**config.mk**
```make
export PLATFORM = sky130hd
export DESIGN_NAME = multicycle_control_fsm
export DESIGN_NICKNAME = d
export VERILOG_FILES = /design/src/rtl/multicycle_pkg.sv /design/src/rtl/alu_decoder.sv /design/src/rtl/multicycle_control_fsm.sv
export SDC_FILE = /design/constraint.sdc
export NUM_CORES = 1
export LEC_CHECK = 0
export CAP_MARGIN = 10
export CORE_AREA = 2 2 39 41
export DETAILED_ROUTE_END_ITERATION = 12
export DIE_AREA = 0 0 41 43
export DONT_BUFFER_PORTS = 1
export PLACE_DENSITY = 0.64
export SLEW_MARGIN = 20
export SYNTH_ARGS = -nofsm -noshare
export SYNTH_HDL_FRONTEND = slang
export SYNTH_HIERARCHICAL = 1
export SYNTH_SLANG_ARGS = --single-unit
```
**constraint.sdc**
```tcl
create_clock -name clk -period 3.35 [get_ports clk]
set_input_delay 1.005 -clock clk [delete_from_list [all_inputs] [get_ports clk]]
set_output_delay 1.005 -clock clk [all_outputs]
set_load 0.1 [all_outputs]
```
**src/rtl/multicycle_pkg.sv**
```systemverilog
// Shared encodings for the multicycle MIPS control unit: FSM states, opcode/funct
// values, ALUOp and ALU control codes, and datapath mux selects.
package multicycle_pkg;

    typedef enum logic [3:0] {
        StFetch   = 4'd0,
        StDecode  = 4'd1,
        StMemAdr  = 4'd2,
        StMemRd   = 4'd3,
        StMemWb   = 4'd4,
        StMemWr   = 4'd5,
        StExecute = 4'd6,
        StAluWb   = 4'd7,
        StBranch  = 4'd8,
        StAddiEx  = 4'd9,
        StAddiWb  = 4'd10,
        StJump    = 4'd11
    } state_e;

    localparam logic [5:0] OP_RTYPE = 6'b000000;
    localparam logic [5:0] OP_LW    = 6'b100011;
    localparam logic [5:0] OP_SW    = 6'b101011;
    localparam logic [5:0] OP_BEQ   = 6'b000100;
    localparam logic [5:0] OP_ADDI  = 6'b001000;
    localparam logic [5:0] OP_J     = 6'b000010;

    localparam logic [5:0] FUNCT_ADD = 6'b100000;
    localparam logic [5:0] FUNCT_SUB = 6'b100010;
    localparam logic [5:0] FUNCT_AND = 6'b100100;
    localparam logic [5:0] FUNCT_OR  = 6'b100101;
    localparam logic [5:0] FUNCT_SLT = 6'b101010;

    typedef enum logic [1:0] {
        AluOpAdd   = 2'b00,
        AluOpSub   = 2'b01,
        AluOpFunct = 2'b10,
        AluOpRsvd  = 2'b11
    } aluop_e;

    localparam logic [2:0] ALU_AND = 3'b000;
    localparam logic [2:0] ALU_OR  = 3'b001;
    localparam logic [2:0] ALU_ADD = 3'b010;
    localparam logic [2:0] ALU_SUB = 3'b110;
    localparam logic [2:0] ALU_SLT = 3'b111;

    localparam logic [1:0] SRCB_REG     = 2'b00;
    localparam logic [1:0] SRCB_FOUR    = 2'b01;
    localparam logic [1:0] SRCB_IMM     = 2'b10;
    localparam logic [1:0] SRCB_IMM_SH2 = 2'b11;

    localparam logic [1:0] PCSRC_ALU    = 2'b00;
    localparam logic [1:0] PCSRC_ALUOUT = 2'b01;
    localparam logic [1:0] PCSRC_JUMP   = 2'b10;

endpackage

```
**src/rtl/alu_decoder.sv**
```systemverilog
// ALU decoder: maps ALUOp and the R-type funct field onto the 3-bit ALU control.
module alu_decoder
    import multicycle_pkg::*;
#(
    parameter int unsigned FUNCT_W  = 6,
    parameter int unsigned ALUCTL_W = 3
) (
    input  aluop_e              aluop,
    input  logic [FUNCT_W-1:0]  funct,
    output logic [ALUCTL_W-1:0] alu_ctl
);

    always_comb begin
        alu_ctl = ALU_ADD;
        case (aluop)
            AluOpSub: alu_ctl = ALU_SUB;
            AluOpFunct: begin
                case (funct)
                    FUNCT_ADD: alu_ctl = ALU_ADD;
                    FUNCT_SUB: alu_ctl = ALU_SUB;
                    FUNCT_AND: alu_ctl = ALU_AND;
                    FUNCT_OR:  alu_ctl = ALU_OR;
                    FUNCT_SLT: alu_ctl = ALU_SLT;
                    default:   alu_ctl = ALU_ADD;
                endcase
            end
            default: alu_ctl = ALU_ADD;
        endcase
    end

endmodule

```
**src/rtl/multicycle_control_fsm.sv**
```systemverilog
// Main control FSM for the multicycle MIPS datapath (Moore on opcode).
// Optional memory handshake stalls enabled by MULTICYCLE_CONTROL_MEM_WAIT_EN.
module multicycle_control_fsm
    import multicycle_pkg::*;
#(
    parameter int unsigned OP_W     = 6,
    parameter int unsigned FUNCT_W  = 6,
    parameter int unsigned ALUCTL_W = 3
) (
    input  logic                clk,
    input  logic                rst,
    input  logic [OP_W-1:0]     op,
    input  logic [FUNCT_W-1:0]  funct,
    input  logic                zero,
    input  logic                mem_ready,
    output logic                pc_en,
    output logic                iord,
    output logic                mem_write,
    output logic                ir_write,
    output logic                reg_dst,
    output logic                mem_to_reg,
    output logic                reg_write,
    output logic                alu_src_a,
    output logic [1:0]          alu_src_b,
    output logic [1:0]          pc_src,
    output logic [ALUCTL_W-1:0] alu_ctl,
    output logic [3:0]          dbg_state
);

    state_e state_q, state_d, cur_state;
    aluop_e aluop;
    logic   mem_ok;
    logic   pc_write, branch, mem_write_raw, ir_write_raw, reg_write_raw;

`ifdef MULTICYCLE_CONTROL_MEM_WAIT_EN
    assign mem_ok = mem_ready;
`else
    logic unused_mem_ready;
    assign unused_mem_ready = mem_ready;
    assign mem_ok           = 1'b1;
`endif

    always_ff @(posedge clk) begin
        if (rst) begin
            state_q <= StFetch;
        end else begin
            state_q <= state_d;
        end
    end

    // Reset is seen combinationally so mux selects show FETCH values immediately.
    assign cur_state = rst ? StFetch : state_q;

    always_comb begin
        state_d       = StFetch;
        pc_write      = 1'b0;
        branch        = 1'b0;
        iord          = 1'b0;
        mem_write_raw = 1'b0;
        ir_write_raw  = 1'b0;
        reg_dst       = 1'b0;
        mem_to_reg    = 1'b0;
        reg_write_raw = 1'b0;
        alu_src_a     = 1'b0;
        alu_src_b     = SRCB_REG;
        pc_src        = PCSRC_ALU;
        aluop         = AluOpAdd;
        case (cur_state)
            StFetch: begin
                alu_src_b    = SRCB_FOUR;
                ir_write_raw = mem_ok;
                pc_write     = mem_ok;
                state_d      = mem_ok ? StDecode : StFetch;
            end
            StDecode: begin
                alu_src_b = SRCB_IMM_SH2;
                case (op)
                    OP_LW, OP_SW: state_d = StMemAdr;
                    OP_RTYPE:     state_d = StExecute;
                    OP_BEQ:       state_d = StBranch;
                    OP_ADDI:      state_d = StAddiEx;
                    OP_J:         state_d = StJump;
                    default:      state_d = StFetch;
                endcase
            end
            StMemAdr: begin
                alu_src_a = 1'b1;
                alu_src_b = SRCB_IMM;
                state_d   = (op == OP_SW) ? StMemWr : StMemRd;
            end
            StMemRd: begin
                iord    = 1'b1;
                state_d = mem_ok ? StMemWb : StMemRd;
            end
            StMemWb: begin
                mem_to_reg    = 1'b1;
                reg_write_raw = 1'b1;
            end
            StMemWr: begin
                iord          = 1'b1;
                mem_write_raw = mem_ok;
                state_d       = mem_ok ? StFetch : StMemWr;
            end
            StExecute: begin
                alu_src_a = 1'b1;
                aluop     = AluOpFunct;
                state_d   = StAluWb;
            end
            StAluWb: begin
                reg_dst       = 1'b1;
                reg_write_raw = 1'b1;
            end
            StBranch: begin
                alu_src_a = 1'b1;
                aluop     = AluOpSub;
                pc_src    = PCSRC_ALUOUT;
                branch    = 1'b1;
            end
            StAddiEx: begin
                alu_src_a = 1'b1;
                alu_src_b = SRCB_IMM;
                state_d   = StAddiWb;
            end
            StAddiWb: begin
                reg_write_raw = 1'b1;
            end
            StJump: begin
                pc_src   = PCSRC_JUMP;
                pc_write = 1'b1;
            end
            default: state_d = StFetch;
        endcase
    end

    assign pc_en     = ~rst & (pc_write | (branch & zero));
    assign mem_write = ~rst & mem_write_raw;
    assign ir_write  = ~rst & ir_write_raw;
    assign reg_write = ~rst & reg_write_raw;
    assign dbg_state = cur_state;

    alu_decoder #(
        .FUNCT_W  (FUNCT_W),
        .ALUCTL_W (ALUCTL_W)
    ) u_alu_decoder (
        .aluop   (aluop),
        .funct   (funct),
        .alu_ctl (alu_ctl)
    );

endmodule
```
==> results of run 1 <==
## logic make-up after synthesis
family / Yosys count / share of synthesized area
simple gates: 50 / 0.492
fa+ha+maj: 2 / 0.0411
xor+xnor: 5 / 0.0720
compound gates: 15 / 0.173
flops: 4 / 0.132
buf+inv: 13 / 0.0905
## per-stage QoR
step / utilization / setup WS (ps) / total power, mW / hold slack [ps]
final: 0.851 / -77.6 / 0.188 / 690
after global placement: 0.816 / -93.8 / 0.131 / 648
after global routing: 0.851 / -127 / 0.198 / 718
after floorplan: - / -957 / 0.120 / 554
after detailed placement: 0.816 / -152 / 0.132 / 651
after CTS: 0.851 / -42.2 / 0.191 / 686
## repair_timing
item	4_1_cts	5_1_grt
buffers inserted	2	0
gates resized for setup	3	0
endpoints found under the setup margin	3	3
endpoints found under the hold margin	0	0
pin swaps	3	0
## worst max-delay path by stage
stage,from,end,depth (start not counted)
2_1_floorplan,rst,alu_ctl[0],8
3_3_place_gp,rst,alu_ctl[0],8
3_5_place_dp,rst,alu_ctl[0],8
4_1_cts,rst,alu_ctl[0],7
5_1_grt,rst,alu_ctl[1],9
6_report,rst,alu_ctl[1],9
## power groups by stage
stage          clock [mW]  sequential [mW]  combinational [mW]
6_report           0.0555           0.0515              0.0813
5_1_grt            0.0609           0.0516              0.0856
4_1_cts            0.0589           0.0514              0.0812
3_5_place_dp            0           0.0520              0.0804
3_3_place_gp            0           0.0520              0.0790
2_1_floorplan           0           0.0512              0.0685
## cell usage after synthesis (all sizes together), types with 2 or more instances
library cell / n / area [um2]
o211ai: 2 / 15.0
nor4: 3 / 18.8
dfxtp: 4 / 80.1
and3: 2 / 13.8
inv: 7 / 26.3
xor2: 3 / 26.3
ha: 2 / 25.0
o221ai: 2 / 17.5
nor2b: 5 / 31.3
nand3: 3 / 15.0
buf: 5 / 25.0
nand4bb: 3 / 38.8
nor4b: 2 / 17.5
nand4: 2 / 12.5
nand2: 6 / 22.5
nor3: 11 / 55.1
xnor2: 2 / 17.5
nand2b: 2 / 12.5
o21ai: 2 / 10.0
a21oi: 4 / 20.0
nor2: 7 / 26.3
## layout make-up
type	count	area, um2
sequential	4	80.1
multi-input combinational	72	687
fill	85	206
tap	16	20.0
clock buffer	3	22.5
timing repair buffer	30	338
inverter	7	30.0
## routing by layer
| metal | routed length (um) | GRT usage |
|---|---|---|
| met1 | 810 | 0.346 |
| met2 | 1160 | 0.459 |
| met5 | 0 | 0 |
| met3 | 55 | 0.0366 |
| met4 | 15 | 0.100 |
## critical path: stages
cell and delay (ps):
nor2b_4 110, nand2_2 80, nor4_2 190, buf_4 180, inv_1 40, ha_1 210
nor3_1 350, a31oi_4 60, buf_12 190
==> flow_metrics.py, run 1 <==
metrics = {
    "status": {
        "status": "finished, violations left",
        "violations": "setup timing",
    },
    "cells_and_area": {
        "final_common_cell": "buf_4",
        "top_register": "state_q",
        "largest_reg_flops": 4,
        "drive_above_1_share": 0.534,
        "final_cell_mix": "buf_4 (21), buf_12 (9), nor3_1 (6)",
        "syn2layout_area_growth_pct": 93.6,
        "largestRegisters": "state_q: 4 flops",
        "stdcell_area_um2": 1180,
        "nets": 136,
        "n_antenna_cell": 0,
        "layout.cells.non_filler": 132,
    },
    "setup_path": {
        "endpoint_kind": "output port",
        "reg2regPathDepth": 4,
        "r2r-start": "state_q[1]",
        "crit_type": "input port to output port",
        "start_kind": "input port",
        "worst_ep_required_time_ps": 2340,
        "worst-path-max-fanout": 11,
        "r2r_end": "state_q[2]",
        "r2r_slack_ps": 1930,
        "worstPathArrival_ps": 2420,
    },
    "power_and_ir_drop": {
        "netSwitchingFraction": 0.390,
        "p_seq_frac": 0.274,
        "p_leak_nw": 0.410,
        "power_density_nw_per_um2": 160,
        "ir_drop_uv": 206,
        "clock_power_share": 0.295,
        "comb_power_share": 0.432,
        "switchingPower_mw": 0.0734,
        "p_int_mw": 0.115,
    },
    "synth": {
        "ys.flop_type": "dfxtp_1",
        "synth_area_um2": 608,
        "synth_edf_count": 0,
        "ys_seq_area_frac": 0.132,
        "yosysUniqueCellTypes": 33,
        "synth_warnings": 6,
        "avgSynthCellArea_um2": 6.83,
        "synth_nets": 107,
        "ys_ff_latch": 4,
        "netlist_instances": 89,
        "synthArstFlopShare": 0,
    },
    "sta": {
        "rsz0062_at_grt": "yes",
        "fin_crit_sh": 1.02,
        "fin_crit_ps": 3430,
        "hold_viol_final": 0,
        "tns_ps": -169,
        "relSlewSlack": 0.657,
        "clock.fmax_mhz": 292,
        "fin_skew_ps": 3.90,
        "setup_ws_ps": -77.6,
        "setup_viol": 3,
        "drv_slew": 0,
        "worst_slew_pin_slew_ps": 508,
    },
    "die": {
        "die_height_um": 43,
        "die_w_um": 41,
        "io-pin-count": 35,
        "die-area_um2": 1760,
        "start_util": 0.439,
        "core_um2": 1380,
        "rows": 14,
    },
    "placement": {
        "placed_cell_area_um2": 1130,
        "dp_cells": 127,
        "dp_hpwl_um": 1650,
        "portBuffers": 0,
        "gp_congestion": 0.854,
    },
    "hold_path": {
        "worstHoldEndpoint": "state_q[0]",
        "hold_start": "state_q[0]",
        "hold_path_class": "register to register",
        "hold_depth": 2,
    },
    "global_routing": {
        "antenna_found_initial": 0,
        "grt_pass1_vias": 754,
        "grt_pass1_wl_um": 3410,
        "overflow": 0,
        "grt_usage": 0.277,
        "grt_max_degree": 12,
    },
    "detailed_routing": {
        "drc": 0,
        "drt-wirelength-per-cell_um": 15.4,
        "routed_via_density": 6.04,
        "ant_nets": 0,
        "drt-total-wl_um": 2040,
        "drt_first_pass_iters": 4,
        "vias": 797,
        "drtIter0Drc": 15,
    },
    "cts": {
        "cts_buffers": 3,
        "cts_tree": "built",
        "clock_latency_ps": 230,
        "htreeDepth": 1,
        "cts_root_buffer": "clkbuf_4",
        "ctsHoldBuffers": 0,
        "clkTransAtPathRegs_ps": 30,
        "clockBufferDepth": 2,
        "cts_sinks": 4,
    },
    "job": {
        "maxCapViolations": 0,
    },
}
(Power assumes the default switching activity.)
==> run 2, diff against run 1 <==
--- a/config.mk
+++ b/config.mk
@@ -5,12 +5,13 @@
 export SDC_FILE = /design/constraint.sdc
 export NUM_CORES = 1
 export LEC_CHECK = 0
+export ABC_CLOCK_PERIOD_IN_PS = 3350
 export CAP_MARGIN = 10
-export CORE_AREA = 2 2 39 41
+export CORE_MARGIN = 2
+export CORE_UTILIZATION = 34
 export DETAILED_ROUTE_END_ITERATION = 12
-export DIE_AREA = 0 0 41 43
 export DONT_BUFFER_PORTS = 1
-export PLACE_DENSITY = 0.64
+export PLACE_DENSITY_LB_ADDON = 0.25
 export SLEW_MARGIN = 20
 export SYNTH_ARGS = -nofsm -noshare
 export SYNTH_HDL_FRONTEND = slang
==> flow_metrics.py, run 2 (same netlist as run 1, synthesis figures left out) <==
metrics = {
    "cts": {
        "htreeDepth": 1,
        "clock_latency_ps": 240,
        "cts_sinks": 4,
        "cts_buffers": 3,
        "ctsHoldBuffers": 0,
        "cts_tree": "built",
        "cts_root_buffer": "clkbuf_4",
        "clkTransAtPathRegs_ps": 40,
        "clockBufferDepth": 2,
    },
    "cells_and_area": {
        "stdcell_area_um2": 1200,
        "largestRegisters": "state_q: 4 flops",
        "n_antenna_cell": 0,
        "final_cell_mix": "buf_4 (22), buf_12 (9), inv_1 (6), nor3_1 (6)",
        "syn2layout_area_growth_pct": 97.7,
        "fill_cells": 128,
        "drive_above_1_share": 0.521,
        "nets": 137,
        "top_register": "state_q",
        "final_common_cell": "buf_4",
        "largest_reg_flops": 4,
    },
    "sta": {
        "clock.fmax_mhz": 295,
        "setup_ws_ps": -39.8,
        "relSlewSlack": 0.645,
        "rsz0062_at_grt": "yes",
        "fin_crit_sh": 1.01,
        "setup_viol": 2,
        "worst_slew_pin_slew_ps": 524,
        "hold_ws_ps": 665,
        "hold_viol_final": 0,
        "drv_slew": 0,
        "fin_skew_ps": 3.64,
        "fin_crit_ps": 3390,
    },
    "setup_path": {
        "cpPeakStageDelay_ps": 270,
        "r2r_slack_ps": 1910,
        "reg2regPathDepth": 4,
        "start_kind": "input port",
        "r2r-start": "state_q[1]",
        "crit_slowest_cell": "nor4_4",
        "worstPathArrival_ps": 2380,
        "path_cells": "nand2b_4, nor4_4, inv_1, ha_4, nand4bb_4, a21oi_4, buf_12",
        "endpoint_kind": "output port",
        "r2r_end": "state_q[2]",
        "worst_ep_required_time_ps": 2340,
        "crit_type": "input port to output port",
        "worst-path-max-fanout": 11,
    },
    "die": {
        "core_um2": 1710,
        "die_w_um": 46.3,
        "io-pin-count": 35,
        "die_height_um": 46.3,
        "start_util": 0.356,
        "die-area_um2": 2140,
        "rows": 15,
    },
    "placement": {
        "portBuffers": 0,
        "dp_hpwl_um": 1550,
        "placed_cell_area_um2": 1160,
        "gp_congestion": 0.771,
    },
    "global_routing": {
        "grt_max_degree": 12,
        "busiest_layer": "met2",
        "grt_usage": 0.186,
        "grt_pass1_vias": 712,
        "overflow": 0,
        "grt_use_met2": 0.369,
        "use_met1": 0.205,
        "use_met3": 0.0471,
        "antenna_found_initial": 0,
        "grt_pass1_wl_um": 2890,
    },
    "detailed_routing": {
        "drt_first_pass_iters": 4,
        "ant_nets": 0,
        "drtIter0Drc": 6,
        "drt-wirelength-per-cell_um": 13.5,
        "vias": 777,
        "routed_via_density": 5.47,
        "drt-total-wl_um": 1920,
        "drc": 0,
    },
    "power_and_ir_drop": {
        "ir_drop_uv": 277,
        "netSwitchingFraction": 0.403,
        "comb_power_share": 0.423,
        "p_leak_nw": 0.418,
        "p_int_mw": 0.115,
        "switchingPower_mw": 0.0779,
        "p_seq_frac": 0.265,
        "clock_power_share": 0.312,
        "power_density_nw_per_um2": 161,
        "total_power_mw": 0.193,
    },
    "status": {
        "status": "finished, violations left",
        "violations": "setup timing",
    },
    "hold_path": {
        "hold_depth": 2,
        "worstHoldEndpoint": "state_q[3]",
        "hold_start": "state_q[3]",
        "hold_path_class": "register to register",
    },
    "job": {
        "maxCapViolations": 0,
    },
}
[run 2: power groups by stage]
stage          logic, mW  registers (mW)  clock network, mW
6_report          0.0818          0.0513             0.0602
5_1_grt           0.0851          0.0513             0.0647
4_1_cts           0.0815          0.0512             0.0610
3_5_place_dp      0.0805          0.0519                  0
3_3_place_gp      0.0794          0.0517                  0
2_1_floorplan     0.0685          0.0512                  0
[run 2: area by class of cell]
cell class	instances	area, um2	area share
inverter	7	30.0	0.0250
sequential	4	80.1	0.0666
tap	25	31.3	0.0260
timing repair buffer	31	345	0.287
clock buffer	3	22.5	0.0187
multi-input combinational	72	693	0.576
[run 2: worst max-delay path by stage]
stage | depth (start not counted) | end | start | slack [ps]
floorplan | 8 | alu_ctl[0] | rst | -960
global placement | 8 | alu_ctl[0] | rst | -80
detailed placement | 8 | alu_ctl[0] | rst | -120
CTS | 7 | alu_ctl[0] | rst | -50
global route | 7 | alu_ctl[0] | rst | -120
finish | 7 | alu_ctl[0] | rst | -40
[run 2: what timing repair did]
| action | in CTS | in global routing |
|---|---|---|
| resized for setup | 1 | 1 |
| buffers inserted | 1 | 0 |
| endpoints found under the setup margin | 3 | 3 |
| pin swaps | 2 | 0 |
[run 2: critical path, delay by kind of cell]
kind	cells	cell delay (ps)
AOI/OAI and AO/OA	1	180
and+or+nand+nor	3	660
buffers and inverters	2	300
adders and majority gates	1	240
[run 2: through the flow]
step	util	worst slack (ps)	setup TNS (ps)	cells
finish	0.704	-39.8	-52.6	142
global route	0.704	-118	-299	142
CTS	0.699	-51.7	-76.8	142
detailed placement	0.677	-120	-273	138
global placement	0.677	-79.4	-183	138
floorplan	-	-957	-6640	89
[run 2: per-layer routing]
metal | routed length, um | vias to the layer above
li1 | - | 382
met1 | 721 | 377
met2 | 1130 | 18
met3 | 74 | 0
met4 | 0 | 0
met5 | 0 | -
